## config.mk

```make
export PLATFORM = sky130hd
export DESIGN_NAME = int_arbiter
export DESIGN_NICKNAME = d
export VERILOG_FILES = /design/src/rtl/int_arbiter.sv
export SDC_FILE = /design/constraint.sdc
export NUM_CORES = 1
export LEC_CHECK = 0
export CAP_MARGIN = 15
export CORE_ASPECT_RATIO = 1.2
export CORE_MARGIN = 4
export CORE_UTILIZATION = 42
export DETAILED_ROUTE_END_ITERATION = 7
export PLACE_DENSITY = 0.8
export SLEW_MARGIN = 30
export SYNTH_ARGS = -nofsm -noshare
export SYNTH_HDL_FRONTEND = slang
export SYNTH_SLANG_ARGS = --single-unit
```

## constraint.sdc

```tcl
create_clock -name clk -period 1.7 [get_ports clk]
set_input_delay 0.17 -clock clk [delete_from_list [all_inputs] [get_ports clk]]
set_output_delay 0.17 -clock clk [all_outputs]
set_load 0.01 [all_outputs]
```

## src/rtl/int_arbiter.sv

```systemverilog
// Interrupt request arbiter: edge-captured pending bits, enable mask, fixed-priority or
// round-robin selection, and a one-outstanding req/ack/done handshake to the CPU controller.
module int_arbiter #(
  parameter int          NUM_SRC    = 4,
  parameter logic [31:0] VEC_BASE   = 32'h8,
  parameter logic [31:0] VEC_STRIDE = 32'h4,
  localparam int         ID_W       = $clog2(NUM_SRC)
) (
  input  logic               clk,
  input  logic               rst,
  input  logic [NUM_SRC-1:0] src_irq,
  input  logic               cfg_wr,
  input  logic [NUM_SRC-1:0] cfg_en,
  input  logic               cfg_rr,
  output logic               int_req,
  output logic [ID_W-1:0]    int_id,
  output logic [31:0]        int_vec,
  input  logic               int_ack,
  input  logic               int_done,
  output logic [NUM_SRC-1:0] pending,
  output logic               busy
);

  localparam logic [1:0] ST_IDLE    = 2'd0;
  localparam logic [1:0] ST_REQ     = 2'd1;
  localparam logic [1:0] ST_SERVICE = 2'd2;

  logic [1:0]         state_r;
  logic [NUM_SRC-1:0] src_prev_r;
  logic [NUM_SRC-1:0] enable_r;
  logic               rr_r;
  logic [ID_W-1:0]    last_grant_r;
  logic [NUM_SRC-1:0] edge_s;
  logic [NUM_SRC-1:0] clr_s;
  logic [NUM_SRC-1:0] eligible_s;
  logic [ID_W-1:0]    win_s;
  logic [31:0]        vec_s;

  // Lowest eligible index; scanning downward leaves the lowest hit as the result.
  function automatic logic [ID_W-1:0] pick_fixed(input logic [NUM_SRC-1:0] elig);
    pick_fixed = '0;
    for (int i = NUM_SRC - 1; i >= 0; i--) begin
      if (elig[ID_W'(i)]) begin
        pick_fixed = ID_W'(i);
      end
    end
  endfunction

  // First eligible index after the last grant, wrapping at NUM_SRC.
  function automatic logic [ID_W-1:0] pick_rr(input logic [NUM_SRC-1:0] elig,
                                              input logic [ID_W-1:0]    last);
    logic            found;
    int              idx;
    logic [ID_W-1:0] sel;
    pick_rr = '0;
    found   = 1'b0;
    for (int k = 1; k <= NUM_SRC; k++) begin
      idx = int'(last) + k;
      if (idx >= NUM_SRC) begin
        idx = idx - NUM_SRC;
      end
      sel = ID_W'(idx);
      if (!found && elig[sel]) begin
        pick_rr = sel;
        found   = 1'b1;
      end
    end
  endfunction

  // Edge detect, ack-driven clear, and winner/vector selection.
  always_comb begin
    edge_s     = src_irq & ~src_prev_r;
    eligible_s = pending & enable_r;
    clr_s      = '0;
    if (state_r == ST_REQ && int_ack) begin
      clr_s[int_id] = 1'b1;
    end else begin
      clr_s = '0;
    end
    if (rr_r) begin
      win_s = pick_rr(eligible_s, last_grant_r);
    end else begin
      win_s = pick_fixed(eligible_s);
    end
    vec_s = VEC_BASE + 32'(win_s) * VEC_STRIDE;
  end

  // Line history and pending bits; a new edge wins over a same-cycle clear.
  always_ff @(posedge clk or posedge rst) begin
    if (rst) begin
      src_prev_r <= '0;
      pending    <= '0;
    end else begin
      src_prev_r <= src_irq;
      pending    <= (pending & ~clr_s) | edge_s;
    end
  end

  // Software-written enable mask and arbitration mode.
  always_ff @(posedge clk or posedge rst) begin
    if (rst) begin
      enable_r <= '0;
      rr_r     <= 1'b0;
    end else if (cfg_wr) begin
      enable_r <= cfg_en;
      rr_r     <= cfg_rr;
    end
  end

  // Handshake FSM; id and vector are latched once and held until the next IDLE pass.
  always_ff @(posedge clk or posedge rst) begin
    if (rst) begin
      state_r      <= ST_IDLE;
      int_req      <= 1'b0;
      int_id       <= '0;
      int_vec      <= VEC_BASE;
      busy         <= 1'b0;
      last_grant_r <= ID_W'(NUM_SRC - 1);
    end else begin
      case (state_r)
        ST_IDLE: begin
          if (|eligible_s) begin
            state_r <= ST_REQ;
            int_req <= 1'b1;
            busy    <= 1'b1;
            int_id  <= win_s;
            int_vec <= vec_s;
          end
        end
        ST_REQ: begin
          if (int_ack) begin
            state_r      <= ST_SERVICE;
            int_req      <= 1'b0;
            last_grant_r <= int_id;
          end
        end
        ST_SERVICE: begin
          if (int_done) begin
            state_r <= ST_IDLE;
            busy    <= 1'b0;
          end
        end
        default: begin
          state_r <= ST_IDLE;
          int_req <= 1'b0;
          busy    <= 1'b0;
        end
      endcase
    end
  end

endmodule

```

### Yosys cells after proc, flatten, opt, wreduce, memory -nomap -nowiden

Cells that the tools add are included.

| cells by class | value |
|---|---|
| add/sub/neg operators | 9 |
| multiply operators | 0 |
| divide/modulo/power cells | 0 |
| order comparisons | 10 |
| equal/unequal tests | 5 |
| shift-type cells | 0 |
| muxes and demuxes | 41 |
| bitwise logic cells | 8 |
| reduce and logical (&&, ||, !) cells | 15 |

Operators by type and width:

| kind | count |
|---|---|
| two-way mux 2 bit | 18 |
| < comparator 2 x 3 -> 1 bit, second input constant | 5 |
| two-way mux 1 bit | 14 |
| bitwise AND 4 bit | 3 |
| greater-or-equal comparator 3 bit, second input constant | 3 |
| AND reduction 3 bit | 3 |
| binary-select mux 1 bit (select 2 bit) | 4 |
| NOT 4 bit | 2 |
| subtractor 2 x 1 -> 2 bit, second input constant | 4 |
| adder 2 x 2 -> 3 bit, second input constant | 2 |
| inequality test 2 bit, second input constant | 3 |
| one-hot mux 1 bit (3 select lines) | 2 |
| one-hot mux 2 bit (3 select lines) | 1 |
| adder 4 x 4 -> 5 bit, first input constant | 1 |
| logical AND 1 bit | 5 |
| adder 2 x 3 -> 4 bit, second input constant | 1 |
| greater-or-equal comparator 4 x 3 -> 1 bit, second input constant | 1 |
| two-way mux 4 bit | 1 |
| bitwise OR 4 bit | 1 |
| AND reduction 2 bit | 2 |
| OR reduction 4 bit | 1 |
| adder 2 x 1 -> 3 bit, second input constant | 1 |
| zero test 1 bit | 3 |
| demux 1 bit (select 2 bit) | 1 |
| 5 further kinds | 6 |

| storage, ports and cells | value |
|---|---|
| register bits after elaboration | 53 |
| latch bits | 0 |
| memory bits (writable) | 0 |
| memory bits (read-only) | 0 |
| input bits | 14 |
| output and inout port bits | 40 |
| word-level logic and storage cells | 98 |
| memories kept | 0 |

### Depth between registers and ports, before layout

Gate-level depths: netlist of the first run.

| logic depth | value |
|---|---|
| depth in word-level cells | 21 |
| mapped depth | 5 |
| depth with buffers taken out | 4 |

### Worst setup path after synthesis of the first run

OpenSTA, ideal clock, no wires.

| timing | value |
|---|---|
| path type | flip-flop to flip-flop |
| start point | register pending[1] |
| end point | register int_id[1] |
| library setup time | 0.120 ns |
| data arrival time | 1.207 ns |
| required time | 1.580 ns |
| setup slack | 0.372 ns |
| stages on the path, launching flop included | 5 |
| path buffers | 0 |
| clock period less this slack | 1.328 ns |
| cells stage by stage | dfrtp_1 > and2_4 > nand3_2 > a211o_1 > a41o_1 |

| between the ends | value |
|---|---|
| longest elaborated chain between the ends | 17 |
| elaborated cells between the ends (all ways) | 28 |
| those cells by class | 19 x mux; 1 x bitwise; 8 x reduce/logical |

Ends and longest elaborated chain:

| what | RTL line | RTL |
|---|---|---|
| start: declaration | 20 | `output logic [NUM_SRC-1:0] pending,` |
| start signal: assignment | 95 | `pending <= (pending & ~clr_s) \| edge_s;` |
| bitwise AND 4 bit (*) | 73 | `eligible_s = pending & enable_r;` |
| binary-select mux 1 bit (select 2 bit) | 63 | `if (!found && elig[sel]) begin` |
| two-way mux 1 bit (not written as such) | 63 |  |
| two-way mux 1 bit | 63 |  |
| two-way mux 1 bit | 80 | `if (rr_r) begin` |
| zero test 1 bit | 63 |  |
| logical AND 1 bit | 63 |  |
| two-way mux 1 bit | 63 |  |
| two-way mux 1 bit | 80 |  |
| zero test 1 bit | 63 |  |
| logical AND 1 bit | 63 |  |
| two-way mux 1 bit | 63 |  |
| two-way mux 1 bit | 80 |  |
| zero test 1 bit | 63 |  |
| logical AND 1 bit | 63 |  |
| two-way mux 2 bit | 63 |  |
| two-way mux 2 bit | 80 |  |
| end signal: assignment | 126 | `int_id <= win_s;` |
| end: declaration | 16 | `output logic [ID_W-1:0] int_id,` |

Mark *: on every way between the ends. The rest lies on a longest branch, timed or not. The select of a mux whose other input is x is not followed.
A chain may end at the register's enable or synchronous reset.

### Final worst setup path of the first run

| timing | value |
|---|---|
| start point | register int_id[0] |
| end point | output port int_id[0] |

No word-level cell between the ends.

==> results of run 1 <==
[synthesized netlist by cell type (all sizes together) (2+ instances only)]
cell type / n / area [sq um]
a21oi: 2 / 10.0
inv: 10 / 37.5
nand2b: 2 / 12.5
a22oi: 2 / 20.0
nand3: 4 / 25.0
o21ai: 9 / 45.0
and2: 3 / 21.3
dfstp: 3 / 78.8
mux2: 5 / 56.3
nand2: 7 / 31.3
dfrtp: 19 / 475
o31ai: 4 / 30.0
buf: 31 / 233
o22ai: 2 / 12.5
a22o: 2 / 17.5
nor2: 5 / 18.8
[area by class of cell]
cell class | instances | share of cell area
Tap cell | 34 | 0.0294
Inverter | 10 | 0.0259
Sequential cell | 22 | 0.383
Clock inverter | 1 | 0.0207
Timing Repair Buffer | 25 | 0.171
Clock buffer | 3 | 0.0155
Multi-Input combinational cell | 88 | 0.355
[per-layer routing]
layer / track usage / up-vias / share of wire
met1: 0.153 / 426 / 0.38
met5: 0 / - / 0
li1: - / 422 / -
met3: 0.0268 / 8 / 0.089
met2: 0.216 / 45 / 0.50
met4: 0.0725 / 0 / 0.029
[logic make-up (layout without fill, tap and decap cells)]
kind of cell	count (synthesis)	count (layout)
buffers and inverters	42	39
AOI/OAI and AO/OA	31	31
and+or+nand+nor	23	23
DFF	22	22
muxes	5	5
other	1	29
[power by group through the flow]
stage | Combinational (mW) | Clock, mW | Sequential, mW
after floorplan | 0.520 | 0 | 0.896
after global placement | 0.789 | 0 | 0.900
after detailed placement | 0.817 | 0 | 0.903
after CTS | 0.827 | 0.410 | 0.897
after global routing | 0.906 | 0.429 | 0.932
final | 0.821 | 0.404 | 0.905
[worst reg2reg max path, stage by stage, from the launching register on]
cell and delay, ps:
dfrtp_1 470, nand2_2 110, a311oi_2 500, nor2_1 90, a41o_1 220
[per-stage QoR]
step                      area (sq um)  setup slack [ps]  total power, mW  cells
after global routing              1450              62.2             2.27    183
after CTS                         1450               115             2.13    183
after detailed placement          1400               184             1.72    179
after floorplan                   1340               372             1.42    152
after global placement            1400               264             1.69    179
final                             1450               119             2.13    183
[flip-flops by register name (all words and copies together), names as in the netlist]
signal and cells:
enable_r 4, pending 4, src_prev_r 4, int_id 2, last_grant_r 2, state_r 2
busy 1, int_req 1, int_vec 1, rr_r 1
[final timing paths]
kind                                               from                 endpoint  cells after the start
worst max-delay path              int_id[0]$_DFFE_PP0P_                int_id[0]                      1
worst min-delay path                                rst     pending[2]$_DFF_PP0_                      3
worst max register to register     pending[1]$_DFF_PP0_    int_id[1]$_DFFE_PP0P_                      4
worst min register to register  src_prev_r[0]$_DFF_PP0_     pending[0]$_DFF_PP0_                      1
max in group asynchronous                           rst   int_vec[3]$_DFFE_PP1P_                      3
min in group clk                             src_irq[0]  src_prev_r[0]$_DFF_PP0_                      1
==> reports/qor.csv, run 1 <==
metric;value;unit
outcome;complete, no violations;
synth_edf_count;0;
wl_per_cell;13.4;um
p_seq_frac;0.425;
grt_pass1_wl;3830;um
nFillCells;262;
utilization;0.515;
cpMaxStageDelayCell;clkdlybuf4s50_1;
cp_max_fo;7;
post-route-min-period;1580;ps
worst-path-buf-inv;1;
hold_path.class;in -> async;
p_int;1.35;mW
power.switching;0.784;mW
final_cell_mix;conb_1 (29), clkdlybuf4s50_1 (24), dfrtp_1 (19), inv_1 (10);
avgViaCountPerCell;4.92;
start_util;0.440;
synthAdderAreaFrac;0;
syn_inst;124;
drc_errors;0;
drive_gt1_frac;0.128;
clkTransAtPathRegs;130;ps
io_buffers;24;
r2r_slack;200;ps
dieArea;3880;sq um
fin_nets;164;
critPathLaunchType;flip-flop;
clock-sinks;22;
power.density;1470;nW/um^2
coreArea;2810;sq um
crit_type;reg -> out;
gr-total-overflow;0;
synth.area.mux_share;0.0455;
critPathRequiredTime;1530;ps
power.clock.fraction;0.190;
multiInputGateArea;514;sq um
syn_area_per_cell;9.98;sq um
fin_setup_tns;0;ps
vias;901;
finClkSkew;9.15;ps
place_congestion;0.877;
synth_warnings;0;
cap_violations;0;
hold_slack;164;ps
post-dp-hpwl;1860;um
postCtsHoldBufs;0;
ys_seq_area_frac;0.448;
post_cts_buffers;0;
layout_commonest_cell;conb_1;
finalHoldViolCount;0;
max_freq;633;MHz
power.share.switching;0.368;
min_period_over_period;0.930;
synth_top_family_by_area;buffers and inverters;
finalWirelength;2460;um
leakage;0.649;nW
synth-simple-area-share;0.0981;
rsz0062_at_grt;no;
post_cts_resize_count;0;
ctsRootBufferMaster;clkbuf_4;
grt_pass1_vias;809;
grt.total_usage;0.129;
cts_tree;yes;
htreeDepth;1;
maxSlewViolCount;0;
boundaryPins;54;
area_growth_syn_to_layout;17.1;%
n_antenna_cell;0;
cts-buffers-inserted;3;
clk_path_buf_depth;2;
ir_drop;0.815;mV
num_rows;21;
yosysUniqueCellTypes;35;
clk_latency;320;ps
antenna_found_initial;0;
critPathCaptureType;output pin;
critPathTopFamily;buffers and inverters;
synth_xor_area_frac;0;
synth_compound_area_frac;0.184;
layout.area.seq;554;sq um
async_flop_share;1.00;
setup_viol;0;
first_iter_violations;18;
die_w;57.6;um
first_pass_iters;4;
grt_max_degree;23;
postRouteAntennaNets;0;
syn-cell-area;1240;sq um
synth_seq_cells;22;
synthFlopType;dfrtp_1;
path_cells;clkdlybuf4s50_1;
worstPathArrival;1410;ps
power_frac_comb;0.386;
fp.dieH;67.5;um
max_stage_delay;600;ps
No activity file was read; power rests on OpenSTA's default activity.
==> run 2, diff against run 1 <==
CAP_MARGIN = 20   (was 15)
==> results of run 2 <==
Final layout, timing and power as in run 1 (identical DEF).
==> run 3, diff against run 2 <==
CELL_PAD_IN_SITES_DETAIL_PLACEMENT = 1   (was unset)
CELL_PAD_IN_SITES_GLOBAL_PLACEMENT = 2   (was unset)
CORE_UTILIZATION = 24   (was 42)
CTS_CLUSTER_DIAMETER = 80   (was unset)
PLACE_DENSITY = unset   (was 0.8)
PLACE_DENSITY_LB_ADDON = 0.1   (was unset)
SETUP_SLACK_MARGIN = 0.1   (was unset)
==> run 3 against run 2 <==
  * Clock power grew 23%
  * Cell count grew 15%
  * Non-clock buffer count grew 1
  * First-iteration DRC count grew 28%
  * Core utilization shrank 21 points
  * Final area grew 4.8%
  * Sequential cell count is the same
  * Clock skew shrank 5.7 ps
  * Power grew 6.1%
  * Via count shrank 2.8%
  * Sequential power grew 0.4%
==> reports/qor.csv, run 3 (synthesis results as in run 1) <==
metric;value;unit;change
outcome;complete, no violations;;unchanged
area_growth_syn_to_layout;22.8;%;was 17.1%
cp_max_fo;3;;was 7
min_period_over_period;0.919;;was 0.930
post_cts_resize_count;0;;unchanged
coreArea;4970;sq um;was 2810 sq um
rsz0062_at_grt;no;;unchanged
first_iter_violations;23;;was 18
power.density;1490;nW/um^2;was 1470 nW/um^2
layout_commonest_cell;conb_1;;unchanged
post-dp-hpwl;2380;um;was 1860 um
power_frac_comb;0.378;;was 0.386
place_congestion;0.732;;was 0.877
grt_pass1_wl;4860;um;was 3830 um
cts-buffers-inserted;3;;unchanged
first_pass_iters;3;;was 4
worstPathArrival;1390;ps;was 1410 ps
ctsRootBufferMaster;clkbuf_8;;was clkbuf_4
power.switching;0.818;mW;was 0.784 mW
num_rows;28;;was 21
p_int;1.44;mW;was 1.35 mW
worst_slack;138;ps;was 119 ps
ir_drop;0.422;mV;was 0.815 mV
post-route-min-period;1560;ps;was 1580 ps
finalWirelength;2940;um;was 2460 um
antenna_found_initial;0;;unchanged
clk_path_buf_depth;2;;unchanged
clk_latency;260;ps;was 320 ps
drive_gt1_frac;0.133;;was 0.128
dieArea;6370;sq um;was 3880 sq um
fp.dieH;86.7;um;was 67.5 um
start_util;0.249;;was 0.440
gr-total-overflow;0;;unchanged
grt_max_degree;23;;unchanged
post_cts_buffers;0;;unchanged
dp_slack;203;ps;was 184 ps
final_cell_mix;conb_1 (29), clkdlybuf4s50_1 (24), dfrtp_1 (19), inv_1 (10);;unchanged
fin_nets;165;;was 164
fin_setup_tns;0;ps;unchanged
boundaryPins;54;;unchanged
drc_errors;0;;unchanged
finalHoldViolCount;0;;unchanged
grt_pass1_vias;961;;was 809
power.share.switching;0.362;;was 0.368
crit_type;reg -> out;;unchanged
setup_viol;0;;unchanged
n_antenna_cell;0;;unchanged
max_freq;640;MHz;was 633 MHz
maxSlewViolCount;0;;unchanged
grt.total_usage;0.102;;was 0.129
top_regs;enable_r: 4 flops, pending: 4 flops, src_prev_r: 4 flops;;unchanged
io_buffers;24;;unchanged
total_power;2.26;mW;was 2.13 mW
wl_per_cell;14.0;um;was 13.4 um
leakage;0.663;nW;was 0.649 nW
postCtsHoldBufs;0;;unchanged
critPathLaunchType;flip-flop;;unchanged
vias;876;;was 901
p_seq_frac;0.402;;was 0.425
power.clock.fraction;0.220;;was 0.190
avgViaCountPerCell;4.17;;was 4.92
critPathRequiredTime;1530;ps;about the same
clock-sinks;22;;unchanged
hold_path.class;in -> async;;unchanged
die_w;73.6;um;was 57.6 um
critPathCaptureType;output pin;;unchanged
nFillCells;600;;was 262
htreeDepth;1;;unchanged
cts_tree;yes;;unchanged
cap_violations;0;;unchanged
finClkSkew;3.46;ps;was 9.15 ps
clkTransAtPathRegs;90;ps;was 130 ps
postRouteAntennaNets;0;;unchanged
r2r_slack;190;ps;was 200 ps
==> run 3: changes by cell type in the layout (fill, tap and decap cells not counted), sizes merged <==
cell  before  now
buf        1    2
==> run 3: final timing paths <==
path	from	to	cells past startpoint
setup / recovery	pending[2]$_DFF_PP0_	pending[2]	2
hold / removal	rst	busy$_DFFE_PP0P_	3
setup reg to reg	pending[3]$_DFF_PP0_	int_id[1]$_DFFE_PP0P_	4
hold reg to reg	src_prev_r[0]$_DFF_PP0_	pending[0]$_DFF_PP0_	1
max in group asynchronous	rst	int_vec[3]$_DFFE_PP1P_	3
min in group clk	src_irq[2]	src_prev_r[2]$_DFF_PP0_	1
==> run 3: cell type report <==
cell class | count | area (sq um) | area share
Tap cell | 60 | 75.1 | 0.0494
Sequential cell | 22 | 554 | 0.365
Timing Repair Buffer | 26 | 255 | 0.168
Multi-Input combinational cell | 88 | 526 | 0.346
Clock buffer | 3 | 41.3 | 0.0272
Clock inverter | 1 | 30.0 | 0.0198
Inverter | 10 | 37.5 | 0.0247
==> run 3: routing by layer <==
metal / track usage / up-vias / part of all wire
met5: 0 / - / 0
met4: 0.0560 / 0 / 0.025
met3: 0.0209 / 4 / 0.047
met2: 0.180 / 26 / 0.54
met1: 0.111 / 420 / 0.39
li1: - / 426 / -
==> run 3: worst max-delay path, stage by stage (launching register included) <==
cell and delay, ps:
dfrtp_1 430, buf_4 160, clkdlybuf4s50_1 540
==> run 3: power groups by stage <==
stage	registers, mW	logic (mW)	clock network [mW]
2_1_floorplan	0.896	0.520	0
3_3_place_gp	0.920	0.833	0
3_5_place_dp	0.920	0.847	0
4_1_cts	0.910	0.850	0.519
5_1_grt	0.946	0.962	0.534
6_report	0.909	0.854	0.496
==> run 3: through the flow <==
step / utilization / cells / instance area (sq um) / hold WS [ps]
after floorplan: - / 152 / 1340 / 157
after global placement: 0.289 / 206 / 1440 / 398
after detailed placement: 0.289 / 206 / 1440 / 405
after CTS: 0.303 / 210 / 1510 / 254
after global routing: 0.305 / 210 / 1520 / 307
final: 0.305 / 210 / 1520 / 251
